--- src/rtl/prog_loader.sv ---
// prog_loader: receives a framed byte stream (LEN_LO, LEN_HI, 4*N data bytes, CSUM),
// packs the data bytes little-endian into 32-bit words, writes each word to the CPU's
// instruction memory and releases the CPU from reset only once the XOR checksum matches.
module prog_loader #(
  parameter int ADDR_W = 9
) (
  input  logic              clk,
  input  logic              rst,
  input  logic              start,
  input  logic              in_valid,
  input  logic [7:0]        in_data,
  output logic              in_ready,
  output logic              imem_we,
  output logic [ADDR_W-1:0] imem_a,
  output logic [31:0]       imem_d,
  output logic              cpu_rst,
  output logic              busy,
  output logic              done,
  output logic              err,
  output logic [ADDR_W:0]   words_loaded
);

  typedef enum logic [2:0] {
    S_IDLE,
    S_LEN_LO,
    S_LEN_HI,
    S_DATA,
    S_CHECK,
    S_DONE,
    S_ERR
  } state_t;

  // Largest image that fits in imem, widened so a 16-bit length compares cleanly.
  localparam logic [16:0]     MAX_WORDS = 17'd1 << ADDR_W;
  localparam logic [ADDR_W:0] WORD_ONE  = {{ADDR_W{1'b0}}, 1'b1};

  state_t            state;
  logic [1:0]        byte_cnt;
  logic [7:0]        len_lo;
  logic [ADDR_W:0]   n_words;
  logic [23:0]       word_buf;
  logic [7:0]        csum;
  logic              take;
  logic [15:0]       len_full;
  logic              last_word;

  assign take      = in_valid && in_ready;
  assign len_full  = {in_data, len_lo};
  assign last_word = ((words_loaded + WORD_ONE) == n_words);

  // Status flags for a given state, packed as {in_ready, busy, done, err, cpu_rst}.
  // Registered together with the state so every flag changes on the same edge.
  function automatic logic [4:0] flags_for(input state_t s);
    case (s)
      S_LEN_LO, S_LEN_HI, S_DATA, S_CHECK: flags_for = 5'b11001;
      S_DONE:                              flags_for = 5'b00100;
      S_ERR:                               flags_for = 5'b00011;
      default:                             flags_for = 5'b00001;
    endcase
  endfunction

  // Control FSM: state, registered status flags, word counter and the imem write port.
  always_ff @(posedge clk) begin
    if (rst) begin
      state                                <= S_IDLE;
      {in_ready, busy, done, err, cpu_rst} <= flags_for(S_IDLE);
      imem_we                              <= 1'b0;
      imem_a                               <= '0;
      imem_d                               <= '0;
      words_loaded                         <= '0;
      byte_cnt                             <= '0;
    end else begin
      imem_we <= 1'b0;
      case (state)
        S_IDLE, S_DONE, S_ERR: begin
          // A new load restarts from word 0; earlier imem contents are left alone.
          if (start) begin
            state                                <= S_LEN_LO;
            {in_ready, busy, done, err, cpu_rst} <= flags_for(S_LEN_LO);
            words_loaded                         <= '0;
            byte_cnt                             <= '0;
          end
        end
        S_LEN_LO: begin
          if (take) begin
            state                                <= S_LEN_HI;
            {in_ready, busy, done, err, cpu_rst} <= flags_for(S_LEN_HI);
          end
        end
        S_LEN_HI: begin
          if (take) begin
            byte_cnt <= '0;
            if ({1'b0, len_full} > MAX_WORDS) begin
              state                                <= S_ERR;
              {in_ready, busy, done, err, cpu_rst} <= flags_for(S_ERR);
            end else if (len_full == 16'd0) begin
              state                                <= S_CHECK;
              {in_ready, busy, done, err, cpu_rst} <= flags_for(S_CHECK);
            end else begin
              state                                <= S_DATA;
              {in_ready, busy, done, err, cpu_rst} <= flags_for(S_DATA);
            end
          end
        end
        S_DATA: begin
          if (take) begin
            byte_cnt <= byte_cnt + 2'd1;
            // The 4th byte completes a word: write it on this edge so the strobe
            // is high in the following cycle.
            if (byte_cnt == 2'd3) begin
              imem_we      <= 1'b1;
              imem_a       <= words_loaded[ADDR_W-1:0];
              imem_d       <= {in_data, word_buf};
              words_loaded <= words_loaded + WORD_ONE;
              if (last_word) begin
                state                                <= S_CHECK;
                {in_ready, busy, done, err, cpu_rst} <= flags_for(S_CHECK);
              end
            end
          end
        end
        S_CHECK: begin
          if (take) begin
            if (in_data == csum) begin
              state                                <= S_DONE;
              {in_ready, busy, done, err, cpu_rst} <= flags_for(S_DONE);
            end else begin
              state                                <= S_ERR;
              {in_ready, busy, done, err, cpu_rst} <= flags_for(S_ERR);
            end
          end
        end
        default: begin
          state                                <= S_IDLE;
          {in_ready, busy, done, err, cpu_rst} <= flags_for(S_IDLE);
        end
      endcase
    end
  end

  // Datapath: length capture, little-endian byte lanes and the running XOR checksum.
  always_ff @(posedge clk) begin
    if (state == S_LEN_LO && take) begin
      len_lo <= in_data;
    end
    if (state == S_LEN_HI && take) begin
      n_words <= len_full[ADDR_W:0];
    end
    if (start && (state == S_IDLE || state == S_DONE || state == S_ERR)) begin
      csum <= 8'h00;
    end else if (state == S_DATA && take) begin
      csum <= csum ^ in_data;
    end
    if (state == S_DATA && take) begin
      case (byte_cnt)
        2'd0:    word_buf[7:0]   <= in_data;
        2'd1:    word_buf[15:8]  <= in_data;
        2'd2:    word_buf[23:16] <= in_data;
        default: word_buf        <= word_buf;
      endcase
    end
  end

endmodule

--- config.mk ---
export PLATFORM = sky130hd
export DESIGN_NAME = prog_loader
export DESIGN_NICKNAME = d
export VERILOG_FILES = /design/src/rtl/prog_loader.sv
export SDC_FILE = /design/constraint.sdc
export NUM_CORES = 1
export LEC_CHECK = 0
export ABC_CLOCK_PERIOD_IN_PS = 2600
export CAP_MARGIN = 10
export CELL_PAD_IN_SITES_DETAIL_PLACEMENT = 0
export CELL_PAD_IN_SITES_GLOBAL_PLACEMENT = 1
export CORE_MARGIN = 5
export CORE_UTILIZATION = 41
export DETAILED_ROUTE_END_ITERATION = 12
export GPL_TIMING_DRIVEN = 0
export PLACE_DENSITY_LB_ADDON = 0.1
export SYNTH_ARGS = -nofsm -noshare
export SYNTH_HDL_FRONTEND = slang
export SYNTH_SLANG_ARGS = --single-unit
--- constraint.sdc ---
create_clock -name clk -period 2.6 [get_ports clk]
set_clock_uncertainty 0.05 [all_clocks]
set_input_delay 0.39 -clock clk [delete_from_list [all_inputs] [get_ports clk]]
set_output_delay 0.39 -clock clk [all_outputs]
set_load 0.03 [all_outputs]
Word level (Yosys, flattened, before mapping)
Index checks and enable logic that the tools add are counted.
- flip-flop bits (word level): 111
- word-level logic and storage cells: 106
- reductions and logical operators: 23
- multiplexer cells: 42
- add/subtract/negate cells: 2
- bitwise operators: 3
- eq/ne operators: 19
- magnitude comparators: 1
- operators by type and width (kind ; number):
    $mux W10 ; 3
    $mux W3 ; 9
    $pmux W10 S2 ; 1
    $mux W1 ; 19
    $gt A16 B10 Y1 const B ; 1
    $logic_not A16 Y1 ; 1
    $pmux W3 S5 ; 1
    $ne A2 B2 Y1 const B ; 7
    $add A10 B1 Y10 const B ; 1
    $eq A10 B10 Y1 ; 1
    $pmux W1 S5 ; 2
    $eq A3 B3 Y1 const B ; 3
    $eq A8 B8 Y1 ; 1
    $mux W2 ; 4
    $pmux W1 S4 ; 2
    $reduce_and A4 Y1 ; 2
    $xor A8 B8 Y8 ; 1
    $reduce_and A7 Y1 ; 1
    $eq A3 B2 Y1 const B ; 2
    $pmux W2 S3 ; 1
    $reduce_and A2 Y1 ; 3
    $reduce_and A6 Y1 ; 1
    $reduce_or A3 Y1 ; 2
    $logic_and A1 B1 Y1 ; 5
    other kinds (13) ; 16

Depth between registers and ports, before layout
Gate-level depths: netlist (run 1).
- depth after elaboration: 6
- gate-level depth with buffers: 8
- mapped depth without buffers: 7

Least setup slack after synthesis (run 1)
OpenSTA, ideal clock, no wires.
- path type: register -> register
- from: reg busy (netlist name)
- to: reg n_words[0] (enable)
- clock period less this slack: 2.270 ns
- setup time: 0.404 ns
- required time: 2.146 ns
- cell stages (with the launch flop): 3
- setup slack: 0.330 ns
- arrival time: 1.816 ns
- path buffers: 0
- cell sequence: dfxtp_1 nand2_1 nor4_1
- RTL lines (element ; RTL line ; source):
    to (signal assigned) ; 147 ; n_words <= len_full[ADDR_W:0];
    to (decl) ; 40 ; logic [ADDR_W:0] n_words;

Worst setup path after layout (run 1)
- from: in in_valid
- to: reg word_buf[22] (enable)
- word-level cells in the longest chain between the ends: 3
- ends and longest elaborated chain (element ; RTL line ; source):
    from (decl) ; 10 ; input logic in_valid,
    $logic_and A1 B1 Y1 ; 47 ; assign take = in_valid && in_ready;
    $logic_and A1 B1 Y1 ; 154 ; if (state == S_DATA && take) begin
    $reduce_and A2 Y1 (no source line) ; -- ;
    to (signal assigned) ; 158 ; 2'd2: word_buf[23:16] <= in_data;
    to (signal assigned) ; 159 ; default: word_buf <= word_buf;
    to (decl) ; 41 ; logic [23:0] word_buf;
No other way between the ends.
A chain may end at the register's enable or synchronous reset.

==> flow_metrics.py, run 1 <==
metrics = {
    "placement": {
        "dp_hpwl_mm": 7.78,
        "globalplace.congestion": 0.784,
        "io_buffers": 67,
        "placed_area_um2": 5410,
    },
    "global_route": {
        "grt_pass1_vias": 3355,
        "grt_max_degree": 20,
        "grt_overflow": 0,
        "grt_pass1_wl_mm": 17.8,
        "track_usage_pct": 17.5,
        "antenna_found_initial": 0,
    },
    "timing": {
        "timing.final.crit_share_pct": 90.5,
        "hold-worst-slack_ns": 0.408,
        "rsz0062_at_grt": "false",
        "post-route-min-period_ns": 2.35,
        "fmax_ghz": 0.425,
        "tns_ns": 0,
        "maxSlewViolCount": 0,
        "slew_headroom_pct": 30.6,
        "tightest_slew_ns": 1.03,
        "setup_viol": 0,
        "finalHoldViolCount": 0,
    },
    "critical_path": {
        "worst-path-max-fanout": 10,
        "startpoint_type": "primary input",
        "cp.required_ns": 2.59,
        "end_kind": "flip-flop",
        "reg2reg_depth": 8,
        "path_class": "in2reg",
        "critPathArrivalTime_ns": 2.34,
    },
    "worst_hold_path": {
        "hp-class": "reg2reg",
        "hold_path_depth": 2,
    },
    "floorplan": {
        "start_util_pct": 41.9,
        "fp.dieW_um": 115,
        "rows": 38,
        "core_area_um2": 10900,
        "die_h_um": 115,
        "ioPinCount": 69,
        "die_area_um2": 13300,
    },
    "layout": {
        "fin_util_pct": 51.6,
        "design_area_um2": 5620,
        "n_antenna_cell": 0,
        "fin_nets": 556,
        "drive_above_1_share_pct": 8.27,
        "area_growth_syn_to_layout_pct": 23.1,
    },
    "synthesis": {
        "async_flop_share_pct": 0,
        "syn_area_um2": 4560,
        "syn_inst": 461,
        "syn_avg_cell_area_um2": 9.90,
        "synthFlopType": "dfxtp_1",
        "synth_seq_cells": 111,
        "yosys_warnings": 0,
        "synth_edf_count": 42,
        "syn-num-nets": 478,
        "seq_area_frac_synth_pct": 57.9,
        "synth_cell_type_count": 51,
    },
    "drt": {
        "vias_per_cell": 5.01,
        "detail-route-antenna-nets": 0,
        "drc": 0,
        "drtIter0Drc": 174,
        "routed_wirelength_mm": 10.9,
        "vias": 3428,
        "wl_per_cell_um": 15.9,
        "detail_route.first_pass.iterations": 4,
    },
    "cts": {
        "postCtsHoldBufs": 0,
        "clock_sinks": 111,
        "ctsResizeCount": 0,
        "ctsRootBufferMaster": "clkbuf_8",
        "htree_levels": 3,
        "cts_tree": "built",
        "path_clk_slew_ns": 0.10,
        "clock_path_buffers": 2,
        "cts_setup_buffers": 0,
        "clkLatencyLatePin_ns": 0.37,
        "cts-buffers-inserted": 9,
    },
    "power_and_ir_drop": {
        "peakVddDrop_v": 0.000281,
        "p_leak_uw": 0.00186,
        "p_per_area_nw_per_um2": 622,
    },
    "status": {
        "status": "completed",
    },
    "job": {
        "drv_cap": 0,
    },
}
[worst max-delay path, stage by stage]
cell and delay, ns:
clkdlybuf4s50_1 0.58, nand2_1 0.19, nor3_2 0.34, clkbuf_1 0.40, and2_1 0.44
[path summary, 6_finish.rpt]
kind	start	end	slack, ns
worst min register to register	imem_d[22]$_SDFFE_PP0P_	imem_d[22]$_SDFFE_PP0P_	0.41
worst max register to register	words_loaded[1]$_SDFFE_PP0P_	err$_SDFFE_PP0P_	0.27
worst min-delay path	imem_d[22]$_SDFFE_PP0P_	imem_d[22]$_SDFFE_PP0P_	0.41
worst max-delay path	in_valid	word_buf[22]$_DFFE_PP_	0.25
[stage by stage]
| stage | std cells | setup WS (ns) | total power [µW] |
|---|---|---|---|
| floorplan | 461 | 0.330 | 2320 |
| global placement | 668 | -0.281 | 2500 |
| detailed placement | 668 | -0.318 | 2500 |
| CTS | 684 | 0.107 | 3530 |
| global route | 684 | 0.0886 | 3680 |
| finish | 684 | 0.248 | 3500 |
[Yosys cell counts (3+ instances only)]
master	count	area share (%)
nor3_1	6	0.66
and2_1	4	0.55
clkbuf_1	13	1.1
a31oi_1	4	0.55
edfxtp_1	42	28
nand4_1	6	0.82
ha_1	5	1.4
nor2b_1	3	0.41
nand3b_1	4	0.66
nand2_1	103	8.5
or3_1	3	0.41
dfxtp_1	69	30
xor2_1	12	2.3
inv_1	7	0.58
xnor2_1	19	3.6
a21oi_1	55	6.0
o21ai_0	12	1.3
buf_2	11	1.2
nand3_1	7	0.77
buf_4	5	0.82
nor2_1	31	2.6
nor4_1	3	0.41
a21o_1	3	0.49
[cell type report]
type | instances | area (µm²)
inverters | 7 | 26.3
plain buffers | 30 | 146
well taps | 140 | 175
clock inverters | 6 | 47.5
fillers | 1078 | 5270
clock buffers | 10 | 149
repair buffers | 67 | 671
flip-flops and latches | 111 | 2640
multi-input cells | 313 | 1760
[per-layer routing]
layer	global-route usage (%)	vias up	wire length (µm)
met5	0	-	0
met1	24.2	1597	5030
li1	-	1732	-
met4	6.89	0	178
met2	27.1	86	5080
met3	3.45	13	576
[state kept, by name, indices dropped and copies added (netlist names)]
name / count
imem_d: 32
word_buf: 24
n_words: 10
words_loaded: 10
imem_a: 9
csum: 8
len_lo: 8
state: 3
byte_cnt: 2
busy: 1
cpu_rst: 1
done: 1
err: 1
imem_we: 1
[cells in the final DEF, fill, tap and decap left out, types with 3 or more instances in the layout]
master / count
inv_1: 7
a21o_1: 3
nand3b_1: 4
nor3_1: 5
a31oi_1: 4
edfxtp_1: 42
o21ai_0: 12
xor2_1: 12
nand4_1: 6
or3_1: 3
buf_2: 11
xnor2_1: 19
nand2_1: 103
nand3_1: 7
buf_4: 5
clkbuf_8: 9
a21oi_1: 55
and2_1: 4
nor2b_1: 3
clkbuf_1: 13
ha_1: 5
nor2_1: 31
dfxtp_1: 68
clkdlybuf4s50_1: 67
[report_power, final]
part | leakage (µW) | total [µW] | internal (µW) | switching (µW)
clock network | 0.0000993 | 1030 | 420 | 606
registers | 0.000935 | 1890 | 1850 | 37.9
logic | 0.000824 | 580 | 221 | 359
total | 0.00186 | 3500 | 2490 | 1000
[logic make-up (layout without fill, tap and decap cells)]
logic type | count (synthesis) | in the layout | share of synthesized area, %
adders and majority gates | 6 | 6 | 1.59
DFF | 111 | 111 | 57.9
buffers and inverters | 37 | 120 | 3.79
AOI/OAI and AO/OA | 88 | 88 | 11.4
and+or+nand+nor | 183 | 183 | 17.9
muxes | 4 | 4 | 1.07
xor gates and xnor gates | 32 | 32 | 6.31
(Power assumes the default switching activity.)
==> run 2: changes to the inputs <==
--- a/config.mk
+++ b/config.mk
@@ -14,6 +14,7 @@
 export DETAILED_ROUTE_END_ITERATION = 12
 export GPL_TIMING_DRIVEN = 0
 export PLACE_DENSITY_LB_ADDON = 0.1
+export SLEW_MARGIN = 15
 export SYNTH_ARGS = -nofsm -noshare
 export SYNTH_HDL_FRONTEND = slang
 export SYNTH_SLANG_ARGS = --single-unit
==> run 2 against run 1 <==
Against the previous run: combinational power about the same; via count increased by 0.93%; register-to-register slack about the same.
==> flow_metrics.py, run 2 (synthesized netlist as in run 1, its figures left out) <==
metrics = {
    "power_and_ir_drop": {
        "internal-power_uw": 2460,
        "p_leak_uw": 0.00186,
        "seqPwrFrac_pct": 54.6,
        "p_clk_share_pct": 28.6,
        "p_per_area_nw_per_um2": 617,
        "peakVddDrop_v": 0.000291,
        "p_switching_uw": 1000,
        "finalPower_uw": 3460,
        "power_frac_comb_pct": 16.8,
        "p_sw_share_pct": 28.9,
    },
    "timing": {
        "tightest_slew_ns": 1.02,
        "tns_ns": 0,
        "timing.final.crit_share_pct": 91.0,
        "rsz0062_at_grt": "false",
        "worst_slack_ns": 0.235,
        "maxSlewViolCount": 0,
        "hold-worst-slack_ns": 0.409,
        "setup_viol": 0,
        "finalHoldViolCount": 0,
        "post-route-min-period_ns": 2.36,
        "fmax_ghz": 0.423,
        "slew_headroom_pct": 31.8,
    },
    "layout": {
        "mostFrequentLayoutCells": "103 x nand2_1, 68 x dfxtp_1, 67 x clkdlybuf4s50_1, 55 x a21oi_1, 42 x edfxtp_1",
        "area_growth_syn_to_layout_pct": 22.9,
        "fin_util_pct": 51.5,
        "largest-register": "imem_d",
        "n_antenna_cell": 0,
        "nFillCells": 1058,
        "drive_above_1_share_pct": 8.44,
        "fin_nets": 557,
        "largest_reg_flops": 32,
        "layout_commonest_cell": "nand2_1",
        "top_regs": "imem_d x32, word_buf x24",
    },
    "floorplan": {
        "rows": 38,
        "die_area_um2": 13300,
        "die_h_um": 115,
        "fp.dieW_um": 115,
        "core_area_um2": 10900,
        "start_util_pct": 41.9,
        "ioPinCount": 69,
    },
    "cts": {
        "clock_path_buffers": 2,
        "path_clk_slew_ns": 0.10,
        "cts-buffers-inserted": 9,
        "ctsRootBufferMaster": "clkbuf_8",
        "postCtsHoldBufs": 0,
        "clkLatencyLatePin_ns": 0.37,
        "clock_sinks": 111,
        "cts_setup_buffers": 0,
        "ctsResizeCount": 0,
        "cts_tree": "built",
        "htree_levels": 3,
    },
    "drt": {
        "routed_wirelength_mm": 11.1,
        "detail-route-antenna-nets": 0,
        "vias": 3460,
        "drc": 0,
        "wl_per_cell_um": 16.1,
        "vias_per_cell": 5.05,
        "drtIter0Drc": 231,
        "detail_route.first_pass.iterations": 4,
    },
    "critical_path": {
        "critPathLaunch": "in_valid",
        "critPathArrivalTime_ns": 2.35,
        "cp.required_ns": 2.58,
        "end_kind": "flip-flop",
        "startpoint_type": "primary input",
        "cp_cell_sequence": "clkdlybuf4s50_1 > nand2_1 > nor3_2 > clkbuf_1 > and2_1",
        "cp_slowest_stage_delay_ns": 0.57,
        "path_class": "in2reg",
        "worst-path-max-fanout": 10,
        "r2r_start": "words_loaded[1]$_SDFFE_PP0P_",
        "crit_slowest_cell": "clkdlybuf4s50_1",
    },
    "placement": {
        "place_ws_ns": -0.299,
        "io_buffers": 67,
        "dp_hpwl_mm": 7.86,
        "globalplace.congestion": 0.784,
    },
    "global_route": {
        "track_usage_pct": 17.6,
        "grt_max_degree": 19,
        "grt_pass1_vias": 3344,
        "grt_pass1_wl_mm": 17.9,
        "antenna_found_initial": 0,
        "grt_overflow": 0,
    },
    "status": {
        "status": "completed",
    },
    "worst_hold_path": {
        "hp-class": "reg2reg",
        "min_from": "imem_d[22]$_SDFFE_PP0P_",
    },
    "job": {
        "drv_cap": 0,
    },
}
==> run 2: critical path: cells and delay by family <==
family                 cells  cell delay [ns]
buffers and inverters      2             0.96
and+or+nand+nor            3             0.99
==> run 2: per-layer routing <==
metal  vias to the layer above  share of wire, %  GRT usage [%]
met5                         -                 0              0
met1                      1659                48           24.5
met3                         5               3.7           3.34
li1                       1736                 -              -
met2                        60                48           28.1
met4                         0              0.84           4.93
==> run 2: power by group through the flow <==
stage / logic [µW] / clock network (µW) / registers (µW)
after floorplan: 379 / 0 / 1940
after global placement: 570 / 0 / 1930
after detailed placement: 577 / 0 / 1930
after CTS: 579 / 1020 / 1890
after global routing: 634 / 1100 / 1900
final: 582 / 989 / 1890
==> run 2: final timing paths <==
kind / end / slack, ns / depth (start not counted)
worst max-delay path: word_buf[21]$_DFFE_PP_ / 0.24 / 5
worst min-delay path: imem_d[22]$_SDFFE_PP0P_ / 0.41 / 2
worst max register to register: err$_SDFFE_PP0P_ / 0.27 / 8
worst min register to register: imem_d[22]$_SDFFE_PP0P_ / 0.41 / 2
==> run 2: through the flow <==
step           instance area [µm²]  cells
6_report                      5610    685
5_1_grt                       5610    685
4_1_cts                       5600    685
3_5_place_dp                  5420    669
3_3_place_gp                  5410    668
2_1_floorplan                 4560    461
==> run 2: final cells by class <==
class,instances,area (µm²),share of cell area (%)
Inverter,7,26.3,0.469
Sequential cell,111,2640,47.2
Multi-Input combinational cell,313,1760,31.4
Clock inverter,5,38.8,0.692
Tap cell,140,175,3.12
Timing Repair Buffer,68,676,12.1
Clock buffer,11,141,2.52
Buffer,30,146,2.61
